File: src/rtl/cellrv32_package.sv
// Shared FPU co-processor package (slice used by the float-to-integer unit).
// Holds the operand class indices, exception flag indices, rounding-mode
// encodings and the float-to-integer converter state type.
package cellrv32_package;

  // operand class indices (one-hot class vector, RISC-V fclass order)
  localparam int fp_class_neg_inf_c    = 0;
  localparam int fp_class_neg_norm_c   = 1;
  localparam int fp_class_neg_denorm_c = 2;
  localparam int fp_class_neg_zero_c   = 3;
  localparam int fp_class_pos_zero_c   = 4;
  localparam int fp_class_pos_denorm_c = 5;
  localparam int fp_class_pos_norm_c   = 6;
  localparam int fp_class_pos_inf_c    = 7;
  localparam int fp_class_snan_c       = 8;
  localparam int fp_class_qnan_c       = 9;

  // exception flag indices
  localparam int fp_exc_nv_c = 0; // invalid
  localparam int fp_exc_dz_c = 1; // divide by zero
  localparam int fp_exc_of_c = 2; // overflow
  localparam int fp_exc_uf_c = 3; // underflow
  localparam int fp_exc_nx_c = 4; // inexact

  // rounding modes
  localparam logic [2:0] rm_rne_c = 3'b000;
  localparam logic [2:0] rm_rtz_c = 3'b001;
  localparam logic [2:0] rm_rdn_c = 3'b010;
  localparam logic [2:0] rm_rup_c = 3'b011;
  localparam logic [2:0] rm_rmm_c = 3'b100;

  typedef enum logic [2:0] {
    F2I_IDLE,
    F2I_PREPARE,
    F2I_SHIFT,
    F2I_ROUND,
    F2I_FINALIZE
  } fpu_f2i_state_t;

endpackage

File: src/rtl/cellrv32_cpu_cp_fpu_f2i_round.sv
// Float-to-integer rounding decision (combinational).
// Ports:
//   rmode    : rounding mode (unknown encodings behave as RTZ)
//   sign     : operand sign
//   g, r, s  : guard, round and sticky bits below the integer LSB
//   int_part : truncated integer magnitude
//   inc      : round-up decision
//   inexact  : any discarded fraction bit set
//   mag      : int_part + inc, one bit wider so a carry-out is visible
module cellrv32_cpu_cp_fpu_f2i_round
  import cellrv32_package::*;
#(
  parameter int XLEN = 32
) (
  input  logic [2:0]      rmode,
  input  logic            sign,
  input  logic            g,
  input  logic            r,
  input  logic            s,
  input  logic [XLEN-1:0] int_part,
  output logic            inc,
  output logic            inexact,
  output logic [XLEN:0]   mag
);

  assign inexact = g | r | s;

  always_comb begin
    inc = 1'b0;
    case (rmode)
      rm_rne_c: inc = g & (r | s | int_part[0]);
      rm_rdn_c: inc = sign & inexact;
      rm_rup_c: inc = ~sign & inexact;
      rm_rmm_c: inc = g;
      default:  inc = 1'b0;
    endcase
  end

  assign mag = {1'b0, int_part} + {{XLEN{1'b0}}, inc};

endmodule

File: src/rtl/cellrv32_cpu_cp_fpu_f2i_gen.sv
// Single-precision float to XLEN-bit integer converter (FCVT.W/WU/L/LU).
// The operand is normalised into a fixed-point working register W
// (integer part W[XLEN+22:23], fraction W[22:0]) by an iterative
// SHIFT_STEP-bit shifter, then rounded and saturated.
// Optional build macro: CELLRV32_FPU_F2I_BARREL_EN selects a single-cycle
// barrel shift instead of the iterative shifter.
// Ports:
//   clk_i, rstn_i     : clock, async active-low reset
//   start_i           : start conversion (accepted in IDLE only)
//   kill_i            : abort, back to IDLE, outputs untouched
//   rmode_i, funct_i  : rounding mode, 0 signed / 1 unsigned
//   sign_i, exponent_i, mantissa_i, class_i : operand
//   result_o, flags_o : registered result and exception flags
//   done_o            : one-cycle completion pulse
//   busy_o            : high while not IDLE
module cellrv32_cpu_cp_fpu_f2i_gen
  import cellrv32_package::*;
#(
  parameter int XLEN       = 32,
  parameter int SHIFT_STEP = 4
) (
  input  logic            clk_i,
  input  logic            rstn_i,
  input  logic            start_i,
  input  logic            kill_i,
  input  logic [2:0]      rmode_i,
  input  logic            funct_i,
  input  logic            sign_i,
  input  logic [7:0]      exponent_i,
  input  logic [22:0]     mantissa_i,
  input  logic [9:0]      class_i,
  output logic [XLEN-1:0] result_o,
  output logic [4:0]      flags_o,
  output logic            done_o,
  output logic            busy_o
);

  localparam int WW = XLEN + 23;
  localparam int CW = 7;
  localparam logic [XLEN:0] SMAX     = {2'b00, {(XLEN-1){1'b1}}}; // 2^(XLEN-1)-1
  localparam logic [XLEN:0] SMIN_MAG = {2'b01, {(XLEN-1){1'b0}}}; // 2^(XLEN-1)

  fpu_f2i_state_t state, state_nxt;

  logic          sign_q, funct_q;
  logic [2:0]    rmode_q;
  logic [7:0]    exp_q;
  logic [22:0]   mant_q;
  logic [9:0]    class_q;
  logic [WW-1:0] w_q;
  logic [CW-1:0] cnt_q;
  logic          sticky_q, over_q, inexact_q;
  logic [XLEN:0] mag_q;

  logic          is_num, is_zero, is_nan, over_det;
  logic          rnd_inexact, rnd_inc_unused;
  logic [XLEN:0] rnd_mag;
  logic [XLEN-1:0] res_fin;
  logic [4:0]      flg_fin;
`ifndef CELLRV32_FPU_F2I_BARREL_EN
  logic [CW-1:0] amt;
`endif

  // only finite non-zero operands go through the shifter; everything else
  // is resolved directly from the class in FINALIZE
  assign is_num   = class_q[fp_class_neg_norm_c] | class_q[fp_class_neg_denorm_c] |
                    class_q[fp_class_pos_norm_c] | class_q[fp_class_pos_denorm_c];
  assign is_zero  = class_q[fp_class_neg_zero_c] | class_q[fp_class_pos_zero_c];
  assign is_nan   = class_q[fp_class_snan_c] | class_q[fp_class_qnan_c];
  assign over_det = {1'b0, exp_q} > 9'(126 + XLEN);
  assign busy_o   = (state != F2I_IDLE);

  // ---------------- FSM ----------------
  always_ff @(posedge clk_i or negedge rstn_i) begin
    if (!rstn_i) state <= F2I_IDLE;
    else         state <= state_nxt;
  end

  always_comb begin
    state_nxt = state;
    case (state)
      F2I_IDLE:     if (start_i) state_nxt = F2I_PREPARE;
      F2I_PREPARE:  state_nxt = (!is_num || over_det) ? F2I_FINALIZE : F2I_SHIFT;
`ifdef CELLRV32_FPU_F2I_BARREL_EN
      F2I_SHIFT:    state_nxt = F2I_ROUND;
`else
      F2I_SHIFT:    if (cnt_q == '0) state_nxt = F2I_ROUND;
`endif
      F2I_ROUND:    state_nxt = F2I_FINALIZE;
      F2I_FINALIZE: state_nxt = F2I_IDLE;
      default:      state_nxt = F2I_IDLE;
    endcase
    if (kill_i) state_nxt = F2I_IDLE;
  end

`ifndef CELLRV32_FPU_F2I_BARREL_EN
  assign amt = (cnt_q > CW'(SHIFT_STEP)) ? CW'(SHIFT_STEP) : cnt_q;
`endif

  // ---------------- datapath ----------------
  always_ff @(posedge clk_i or negedge rstn_i) begin
    if (!rstn_i) begin
      sign_q    <= 1'b0;
      funct_q   <= 1'b0;
      rmode_q   <= '0;
      exp_q     <= '0;
      mant_q    <= '0;
      class_q   <= '0;
      w_q       <= '0;
      cnt_q     <= '0;
      sticky_q  <= 1'b0;
      over_q    <= 1'b0;
      inexact_q <= 1'b0;
      mag_q     <= '0;
    end else begin
      case (state)
        F2I_IDLE: if (start_i && !kill_i) begin
          sign_q  <= sign_i;
          funct_q <= funct_i;
          rmode_q <= rmode_i;
          exp_q   <= exponent_i;
          mant_q  <= mantissa_i;
          class_q <= class_i;
        end
        F2I_PREPARE: begin
          over_q   <= over_det;
          w_q      <= '0;
          cnt_q    <= '0;
          sticky_q <= 1'b0;
          if (exp_q >= 8'd127) begin
            w_q[23:0] <= {1'b1, mant_q};
            cnt_q     <= CW'(exp_q - 8'd127);
          end else if (exp_q == 8'd126) begin
            // 0.5 <= |x| < 1: hidden bit lands on G, mant[0] falls below S
            w_q[22:0] <= {1'b1, mant_q[22:1]};
            sticky_q  <= mant_q[0];
          end else begin
            // |x| < 0.5: only "something non-zero below R" survives
            sticky_q <= 1'b1;
          end
        end
        F2I_SHIFT: begin
`ifdef CELLRV32_FPU_F2I_BARREL_EN
          w_q   <= w_q << cnt_q;
          cnt_q <= '0;
`else
          if (cnt_q != '0) begin
            w_q   <= w_q << amt;
            cnt_q <= cnt_q - amt;
          end
`endif
        end
        F2I_ROUND: begin
          mag_q     <= rnd_mag;
          inexact_q <= rnd_inexact;
        end
        default: ;
      endcase
    end
  end

  // the increment is already folded into rnd_mag
  cellrv32_cpu_cp_fpu_f2i_round #(.XLEN(XLEN)) u_round (
    .rmode    (rmode_q),
    .sign     (sign_q),
    .g        (w_q[22]),
    .r        (w_q[21]),
    .s        ((|w_q[20:0]) | sticky_q),
    .int_part (w_q[WW-1:23]),
    .inc      (rnd_inc_unused),
    .inexact  (rnd_inexact),
    .mag      (rnd_mag)
  );

  // ---------------- saturation / final result ----------------
  always_comb begin
    res_fin = '0;
    flg_fin = '0;
    if (is_zero) begin
      res_fin = '0;
    end else if (!funct_q) begin
      if (is_nan || class_q[fp_class_pos_inf_c] || (!sign_q && (over_q || mag_q > SMAX))) begin
        res_fin              = {1'b0, {(XLEN-1){1'b1}}};
        flg_fin[fp_exc_nv_c] = 1'b1;
      end else if (class_q[fp_class_neg_inf_c] || (sign_q && (over_q || mag_q > SMIN_MAG))) begin
        res_fin              = {1'b1, {(XLEN-1){1'b0}}};
        flg_fin[fp_exc_nv_c] = 1'b1;
      end else begin
        res_fin              = sign_q ? ('0 - mag_q[XLEN-1:0]) : mag_q[XLEN-1:0];
        flg_fin[fp_exc_nx_c] = inexact_q;
      end
    end else begin
      if (is_nan || class_q[fp_class_pos_inf_c] || (!sign_q && (over_q || mag_q[XLEN]))) begin
        res_fin              = '1;
        flg_fin[fp_exc_nv_c] = 1'b1;
      end else if (class_q[fp_class_neg_inf_c] || (sign_q && (over_q || mag_q != '0))) begin
        res_fin              = '0;
        flg_fin[fp_exc_nv_c] = 1'b1;
      end else begin
        // negative operands reaching here rounded to zero
        res_fin              = sign_q ? '0 : mag_q[XLEN-1:0];
        flg_fin[fp_exc_nx_c] = inexact_q;
      end
    end
  end

  always_ff @(posedge clk_i or negedge rstn_i) begin
    if (!rstn_i) begin
      result_o <= '0;
      flags_o  <= '0;
      done_o   <= 1'b0;
    end else begin
      done_o <= (state == F2I_FINALIZE) && !kill_i;
      if ((state == F2I_FINALIZE) && !kill_i) begin
        result_o <= res_fin;
        flags_o  <= flg_fin;
      end
    end
  end

endmodule

File: config.mk
export PLATFORM = sky130hd
export DESIGN_NAME = cellrv32_cpu_cp_fpu_f2i_gen
export DESIGN_NICKNAME = d
export VERILOG_FILES = /design/src/rtl/cellrv32_package.sv /design/src/rtl/cellrv32_cpu_cp_fpu_f2i_round.sv /design/src/rtl/cellrv32_cpu_cp_fpu_f2i_gen.sv
export SDC_FILE = /design/constraint.sdc
export NUM_CORES = 1
export LEC_CHECK = 0
export CAP_MARGIN = 0
export CORE_ASPECT_RATIO = 1.25
export CORE_MARGIN = 1
export CORE_UTILIZATION = 55
export CTS_CLUSTER_SIZE = 30
export DETAILED_ROUTE_END_ITERATION = 16
export GPL_TIMING_DRIVEN = 0
export MAX_ROUTING_LAYER = met4
export PLACE_DENSITY = 0.87
export SETUP_SLACK_MARGIN = 0.2
export SYNTH_ARGS = -nofsm -noshare
export SYNTH_HDL_FRONTEND = slang
export SYNTH_SLANG_ARGS = --single-unit
File: constraint.sdc
create_clock -name clk_i -period 4.14 [get_ports clk_i]
set_clock_uncertainty 0.2 [all_clocks]
set_input_delay 0.621 -clock clk_i [delete_from_list [all_inputs] [get_ports clk_i]]
set_output_delay 0.621 -clock clk_i [all_outputs]
set_load 0.02 [all_outputs]
# Word level (Yosys, flattened, before mapping)
# Index checks and enable logic that the tools add are counted.
dict set report totals {
  ff_bits 182
  inputBits 50
}
dict set report op_classes {
  n_addsub 4
  magnitude_cmp 5
  n_eq_ne 11
  shift 1
  mux 37
  bitwise_logic 14
  reduce_logical 30
}
# operator n
set ops {}
lappend ops {{$mux W32} 8}
lappend ops {{$pmux W55 S2} 1}
lappend ops {{$mux W55} 1}
lappend ops {{$shl A55 B7 Y55} 1}
lappend ops {{$mux W23} 2}
lappend ops {{$add A32 B1 Y33} 1}
lappend ops {{$gt A33 B31 Y1 const B} 1}
lappend ops {{$gt A33 B32 Y1 const B} 1}
lappend ops {{$reduce_bool A33 Y1} 1}
lappend ops {{$sub A1 B32 Y32 const A} 1}
lappend ops {{$mux W7} 3}
lappend ops {{$reduce_or A21 Y1} 1}
lappend ops {{$mux W1} 15}
lappend ops {{$pmux W7 S2} 1}
lappend ops {{$eq A3 B2 Y1 const B} 4}
lappend ops {{$mux W3} 4}
lappend ops {{$pmux W3 S4} 1}
lappend ops {{$logic_or A1 B1 Y1} 10}
lappend ops {{$or A1 B1 Y1} 10}
lappend ops {{$eq A8 B7 Y1 const B} 1}
lappend ops {{$ge A8 B7 Y1 const B} 1}
lappend ops {{$gt A8 B8 Y1 const B} 1}
lappend ops {{$gt A7 B3 Y1 const B} 1}
lappend ops {{$logic_not A7 Y1} 1}
lappend ops {{other kinds (16)} 30}

# Longest topological paths before layout
# Gate-level depths: netlist of the first run.
dict set report logic_depth {
  ltp_word 8
  mapped_depth 13
  ltp_nobuf 11
}

# Hierarchy
# From an unflattened synthesis of the first run, not the netlist that was laid out.
dict set report unflattened {
  hier_cells 1143
  area_unflattened_um2 11410.9
}
# module instances cells_each area_per_inst_um2 seq_area_each_um2
set by_module_without_submodules {}
lappend by_module_without_submodules {cellrv32_cpu_cp_fpu_f2i_gen 1 1037 10662.7 4554.4}
lappend by_module_without_submodules {cellrv32_cpu_cp_fpu_f2i_round 1 106 748.2 0.0}

# Worst setup path after synthesis of the first run
# OpenSTA, ideal clock, no wires.
dict set report synth_path {
  path_kind {flip-flop to flip-flop}
  startpoint {register sign_q}
  endpoint {register mag_q[32]}
  arrival_ps 2909
  path_slack_ps 920
  stages_incl_launch_ff 12
  period_less_slack_ps 3220
  cell_sequence {dfrtp_1 -> clkbuf_1 -> buf_1 -> xnor2_1 -> nor3b_1 -> o21ai_0 -> a21oi_1 -> ha_1 -> nand4_1 -> nor4_1 -> nand3_1 -> o41ai_1}
}
dict set report synth_via {
  elab_chain_len 4
  elab_cells_between_ends 5
  cone_classes {1 x add/sub; 1 x mux; 3 x bitwise}
}
# element line
set synth_rtl {}
lappend synth_rtl {{start: declaration} cellrv32_cpu_cp_fpu_f2i_gen.sv:45} ;# logic sign_q, funct_q;
lappend synth_rtl {{start signal: assignment} cellrv32_cpu_cp_fpu_f2i_gen.sv:118} ;# sign_q <= sign_i;
lappend synth_rtl {{$not A1 Y1} cellrv32_cpu_cp_fpu_f2i_round.sv:33} ;# rm_rup_c: inc = ~sign & inexact;
lappend synth_rtl {{$and A1 B1 Y1} cellrv32_cpu_cp_fpu_f2i_round.sv:33}
lappend synth_rtl {{$pmux W1 S4 (*)} cellrv32_cpu_cp_fpu_f2i_round.sv:30} ;# case (rmode)
lappend synth_rtl {{$add A32 B1 Y33 (*)} cellrv32_cpu_cp_fpu_f2i_round.sv:39} ;# assign mag = {1'b0, int_part} + {{XLEN{1'b0}}, inc};
lappend synth_rtl {{end signal: assignment} cellrv32_cpu_cp_fpu_f2i_gen.sv:154} ;# mag_q <= rnd_mag;
lappend synth_rtl {{end: declaration} cellrv32_cpu_cp_fpu_f2i_gen.sv:53} ;# logic [XLEN:0] mag_q;
# Mark *: on every way between the ends. The rest lies on a longest branch, timed or not.
# A chain may end at the register's enable or synchronous reset.

# Worst setup path after layout of the first run
dict set report layout_path {
  startpoint {register sign_q}
  endpoint {register mag_q[28]}
}
# The elaborated chain is that of the path after synthesis.

==> impl_metrics.toml, run 1 <==
[floorplanning]
die-area_um2 = 21510
die_h_um = 163.7
chipWidth_um = 131.4
core_um2 = 20320
start_util_pct = 56.64
rows = 58
num_io_pins = 89

[timing]
finalSetupViolations = 0
rsz0062_at_grt = "yes"
setup_ws_ps = 435.3
finalCritPeriodShare_pct = 89.48
finalHoldWorstSlack_ps = 305.3
hold_viol = 0
layout_min_cycle_time_ps = 3705
slew_violations = 0
clock.fmax_mhz = 269.9
worstMarginPinSlew_ps = 1081
slew_headroom_pct = 27.16

[logic_synthesis]
yosys.area.top_type_share_pct = 39.57
synth-edff-count = 0
synthTopCellsByArea = "dfrtp_1 (40%), mux2_2 (6.9%), mux4_2 (5.7%)"
synth_top_cell_by_area = "dfrtp_1"
yosys_most_used_dff = "dfrtp_1"
yosys_warnings = 0
syn_inst = 1196
async_flop_share_pct = 100.0
avgSynthCellArea_um2 = 9.623
ys_types = 73
synth_area_um2 = 11510
ys_seq_area_share_pct = 39.57
yosysMostFrequentCell = "dfrtp_1"
synth-seq-cells = 182
synth_commonest_cells = "dfrtp_1 (182), nand2_1 (146), clkbuf_1 (103), o21ai_0 (72), mux2_2 (71)"

[worst_setup_path]
worst-path-max-fanout = 10
cp_slowest_stage_delay_ps = 560
required_ps = 4240
cp-end-kind = "register"
arrival_ps = 3810
crit_chain = "clkbuf_2, clkbuf_4, xnor2_1, nor3b_1, o21ai_0, a21oi_2, ha_1, nand4_1, or4_4, nor4_1, xnor2_1, o21ai_0"
cpLargestDelayFamily = "simple AND/OR/NAND/NOR gates"
slowest_stage = "or4_4"
worstSetupStartpointType = "register"
cp_num_buf_inv = 2
path_class = "reg -> reg"

[placement]
hpwl_mm = 23.94
gp_congestion = 1.011
port_buffers = 85
post-place-ws_ps = -300.7

[global_routing]
grt_pass1_vias = 10310
overflow = 0
grt_max_degree = 102
grt_pass1_wl_mm = 53.63
antenna_found_initial = 0
grt_usage_pct = 32.70

[drt]
drt-pass1-iter-count = 8
drc = 0
via_count = 10420
totalWireLength_mm = 32.69
viasPerCell = 6.562
final_antenna_net_count = 0
wl_per_cell_um = 20.59
drt_iter0_drc = 1174

[finish]
area_growth_pct = 16.19
n_antenna_cell = 0
drive_above_1_share_pct = 12.82
final_net_count = 1362
fillCellCount = 1584

[run_status]
status = "finished, final reports clean"

[clock_tree]
cts_tree = "built"
cts_sinks = 182
numCtsBuffers = 17
clock_latency_ps = 440
htreeDepth = 4
cts.path.max_buffers = 2
root_buffer = "clkbuf_16"
post_cts_buffers = 0
clkSlewWorstSetupHoldPaths_ps = 70

[power_and_ir_drop]
ir_drop_uv = 397.9
p_total_mw = 9.110
power_density_nw_per_um2 = 681.3
leakage_nw = 5.288

[worst_hold_path]
hold_path.class = "reg -> reg"

[job]
cap_violations = 0
[state kept, by name (all words and copies together), names as in the netlist]
signal,flops
w_q,55
mag_q,33
result_o,32
mant_q,23
class_q,10
exp_q,8
cnt_q,7
rmode_q,3
state,3
flags_o,2
done_o,1
funct_q,1
inexact_q,1
over_q,1
sign_q,1
sticky_q,1
[cell families after synthesis]
| logic type | synth area share [%] |
|---|---|
| AOI/OAI and AO/OA | 19.35 |
| DFF | 39.57 |
| adders and majority gates | 0.7610 |
| muxes | 14.54 |
| xor gates and xnor gates | 4.642 |
| and+or+nand+nor | 16.33 |
| other | 0.06526 |
| buffers and inverters | 4.740 |
[worst paths after layout]
check                                        from                        to  slack (ps)  cells past startpoint
min in group asynchronous                  rstn_i  result_o[23]$_DFFE_PN0P_         540                      2
hold reg to reg            flags_o[0]$_DFFE_PN0P_    flags_o[0]$_DFFE_PN0P_         310                      1
max in group asynchronous                  rstn_i       w_q[28]$_DFFE_PN0P_        2250                      3
hold / removal             flags_o[0]$_DFFE_PN0P_    flags_o[0]$_DFFE_PN0P_         310                      1
setup / recovery               sign_q$_DFFE_PN0P_     mag_q[28]$_DFFE_PN0N_         440                     12
setup reg to reg               sign_q$_DFFE_PN0P_     mag_q[28]$_DFFE_PN0N_         440                     12
[what timing repair did]
action	4_1_cts	5_1_grt
hold endpoints to repair	61	0
gates cloned	0	0
hold buffers	1	0
gates resized for setup	3	6
setup endpoints to repair	15	19
[worst register-to-register path: cells and delay by family, from the launching register on]
kind	cells	cell delay, ps
xor+xnor	2	330
compound gates	3	530
simple gates	4	1400
buf+inv	2	490
fa+ha+maj	1	230
flops	1	400
[layout by cell type (no fill, tap or decap), drive strengths merged, types with 8 or more instances in the layout]
master,Yosys,layout
nor3,17,17
nor4,34,34
o41ai,12,12
a21o,11,11
xor2,40,40
a31oi,10,10
or3,10,10
o21ai,75,75
mux2,71,71
clkdlybuf4s50,0,84
inv,11,19
or4,10,10
nand4,22,22
a221oi,20,20
mux2i,22,22
nand2,146,146
a221o,19,19
and2,8,8
o31ai,10,10
xnor2,21,21
a21oi,59,59
a22oi,16,16
nand3,27,27
mux4,29,29
o221ai,18,18
a32oi,13,13
dfrtp,182,182
buf,20,22
a32o,9,9
nor2,58,58
clkbuf,103,122
and3,18,18
[metal layers]
layer  share of wire (%)  vias up  global-route usage (%)  wire, um
li1                    -     4727                       -         -
met1                  37     5048                   35.66     12190
met2                  52      528                   57.21     16880
met3                 5.8      118                   4.414      1893
met4                 5.3        0                   19.87      1734
met5                   0        -                       -         0
[power breakdown]
group	switching [mW]	internal [mW]	total (mW)
logic	2.55	1.90	4.44
registers	0.637	2.35	2.99
clock network	0.769	0.909	1.68
[area by class of cell]
cell class                 count  area (um^2)  share of cell area [%]
buffer                       123        510.5                   3.818
clock buffer                  18        429.2                   3.210
clock inverter                14        161.4                   1.207
inverter                      11        41.29                  0.3088
multi-input combinational    882         6439                   48.15
sequential                   182         4554                   34.06
tap                          270        337.8                   2.526
timing repair buffer          88        898.4                   6.718
[stage by stage]
| step | setup TNS (ps) | util (%) | area [um^2] | cells |
|---|---|---|---|---|
| final | 0 | 65.81 | 13370 | 1588 |
| after global routing | 0 | 65.81 | 13370 | 1588 |
| after CTS | 0 | 65.68 | 13350 | 1587 |
| after detailed placement | -1487 | 62.68 | 12740 | 1554 |
| after global placement | -902100 | 62.52 | 12700 | 1553 |
| after floorplan | 0 | - | 11520 | 1198 |
Power figures use the tool's default switching activity.
==> run 2, diff against run 1 <==
--- a/config.mk
+++ b/config.mk
@@ -5,6 +5,7 @@
 export SDC_FILE = /design/constraint.sdc
 export NUM_CORES = 1
 export LEC_CHECK = 0
+export ABC_AREA = 1
 export CAP_MARGIN = 0
 export CORE_ASPECT_RATIO = 1.25
 export CORE_MARGIN = 1
==> impl_metrics.toml, run 2 <==
[run_status]
status = "finished, final reports clean"

[drt]
viasPerCell = 5.778
via_count = 11160
wl_per_cell_um = 17.68
drt_iter0_drc = 951
drc = 0
totalWireLength_mm = 34.15
final_antenna_net_count = 0
drt-pass1-iter-count = 6

[worst_setup_path]
cp_slowest_stage_delay_ps = 530
slowest_stage = "nor4_1"
worstSetupStartpoint = "sign_q$_DFFE_PN0P_"
worstSetupStartpointType = "register"
crit_chain = "clkbuf_1, xor2_1, nand4_1, nand2_1, ha_1, nand2_1, nor2_2, nand3_1, nor4_1, nand2_1, xor2_1, nand2_1, o21ai_0"
arrival_ps = 3320
r2r_slack_ps = 920
cpLargestDelayFamily = "simple AND/OR/NAND/NOR gates"
cp-end-kind = "register"
worst-path-max-fanout = 10
cp_num_buf_inv = 1
path_common_cell = "nand2_1"
reg2reg_from = "sign_q$_DFFE_PN0P_"
path_class = "reg -> reg"
required_ps = 4240

[finish]
reg.largest.list = "w_q: 55 flops, mag_q: 33 flops, result_o: 32 flops"
layout_commonest_cell = "nand2_1"
multi_input_area_um2 = 5719
fin_util_pct = 64.98
final_cell_mix = "nand2_1 (319), dfrtp_1 (182), a21oi_1 (164)"
area_growth_pct = 15.95
n_antenna_cell = 0
layoutNonFillerInstCount = 1931
largest_reg_flops = 55
drive_above_1_share_pct = 7.225
fillCellCount = 1805
largest-register = "w_q"
final_net_count = 1705
seq_area_um2 = 4554

[logic_synthesis]
synthTopCellsByArea = "dfrtp_1 (40%), nand2_1 (11%), a21oi_1 (7.3%)"
synth_area_um2 = 11260
yosys.area.top_type_share_pct = 40.43
synth_top_cell_by_area = "dfrtp_1"
synth_commonest_cells = "nand2_1 (319), dfrtp_1 (182), a21oi_1 (164), nor2_1 (161), inv_1 (147)"
yosys_warnings = 0
synth-edff-count = 0
synth-seq-cells = 182
async_flop_share_pct = 100.0
ys_types = 45
avgSynthCellArea_um2 = 7.315
syn_inst = 1540
yosysMostFrequentCell = "nand2_1"
yosys_most_used_dff = "dfrtp_1"
ys_seq_area_share_pct = 40.43

[timing]
slew_headroom_pct = 40.64
finalSetupViolations = 0
hold_viol = 0
slew_violations = 0
worstMarginPinSlew_ps = 887.1
clock.fmax_mhz = 310.8
rsz0062_at_grt = "no"
layout_min_cycle_time_ps = 3218
finalCritPeriodShare_pct = 77.73

[global_routing]
grt_pass1_wl_mm = 54.72
antenna_found_initial = 0
grt_pass1_vias = 10960
grt_usage_pct = 34.88
grt_max_degree = 124
overflow = 0

[floorplanning]
chipWidth_um = 130.0
core_um2 = 20100
die-area_um2 = 21060
num_io_pins = 89
start_util_pct = 56.04
die_h_um = 162.0
rows = 58

[clock_tree]
cts.repair.resized = 0
numCtsBuffers = 17
cts_tree = "built"
root_buffer = "clkbuf_16"
cts_sinks = 182
clock_latency_ps = 440
htreeDepth = 4
clkSlewWorstSetupHoldPaths_ps = 80
cts.path.max_buffers = 2

[job]
cap_violations = 0

[power_and_ir_drop]
power_density_nw_per_um2 = 639.0
leakage_nw = 5.698
ir_drop_uv = 390.9

[placement]
hpwl_mm = 26.66
port_buffers = 85
gp_congestion = 1.005
dp.cells = 1898

[worst_hold_path]
hold_path.class = "reg -> reg"
min-delay-start = "flags_o[4]$_DFFE_PN0P_"
==> run 2: area by class of cell <==
cell class | instances | area share (%)
Clock inverter | 14 | 0.9867
Multi-Input combinational cell | 1123 | 43.79
Inverter | 155 | 4.454
Tap cell | 270 | 2.586
Sequential cell | 182 | 34.87
Clock buffer | 18 | 3.286
Buffer | 82 | 3.190
Timing Repair Buffer | 87 | 6.840
==> run 2: repair_timing <==
| item | 4_1_cts | 5_1_grt |
|---|---|---|
| hold buffers | 1 | 0 |
| endpoints found under the hold margin | 59 | 0 |
| buffers inserted | 0 | 0 |
==> run 2: through the flow <==
stage | power (mW) | TNS, ps | setup slack (ps) | hold WS [ps] | area [um^2]
6_report | 8.346 | 0 | 922.0 | 280.0 | 13060
5_1_grt | 8.913 | 0 | 653.5 | 305.0 | 13060
4_1_cts | 8.298 | 0 | 908.1 | 284.5 | 13060
3_5_place_dp | 6.727 | 0 | 938.2 | 264.0 | 12490
3_3_place_gp | 6.616 | -912100 | -5031 | 257.1 | 12460
2_1_floorplan | 5.441 | 0 | 1665 | 125.4 | 11270
==> run 2: final timing paths <==
| check | endpoint | cells past startpoint |
|---|---|---|
| setup / recovery | mag_q[29]$_DFFE_PN0N_ | 13 |
| hold / removal | flags_o[4]$_DFFE_PN0P_ | 2 |
| setup reg to reg | mag_q[29]$_DFFE_PN0N_ | 13 |
| hold reg to reg | flags_o[4]$_DFFE_PN0P_ | 2 |
| max in group asynchronous | w_q[37]$_DFFE_PN0P_ | 3 |
| min in group asynchronous | result_o[3]$_DFFE_PN0P_ | 2 |
==> run 2: worst min-delay path, cell delays in order, from the launching register on <==
cell and delay [ps]:
dfrtp_1 340, nand2_1 50, nand2_1 60
==> run 2: cells by family after synthesis <==
| group | Yosys count | synth area share [%] |
|---|---|---|
| xor gates and xnor gates | 48 | 3.732 |
| DFF | 182 | 40.43 |
| and+or+nand+nor | 599 | 22.27 |
| buffers and inverters | 237 | 8.864 |
| adders and majority gates | 7 | 0.7775 |
| other | 2 | 0.06667 |
| muxes | 13 | 1.300 |
| AOI/OAI and AO/OA | 452 | 22.56 |
==> run 2: layer usage <==
| metal | global-route usage [%] | vias to the layer above | part of all wire [%] |
|---|---|---|---|
| met3 | 4.183 | 132 | 4.1 |
| met4 | 23.73 | 0 | 7.0 |
| met2 | 62.28 | 420 | 52 |
| met1 | 35.22 | 5206 | 37 |
| li1 | - | 5400 | - |
| met5 | - | - | 0 |
==> run 2: power breakdown <==
group,internal [mW],switching [mW]
Combinational,1.37,2.49
Sequential,2.40,0.522
Clock,0.797,0.771
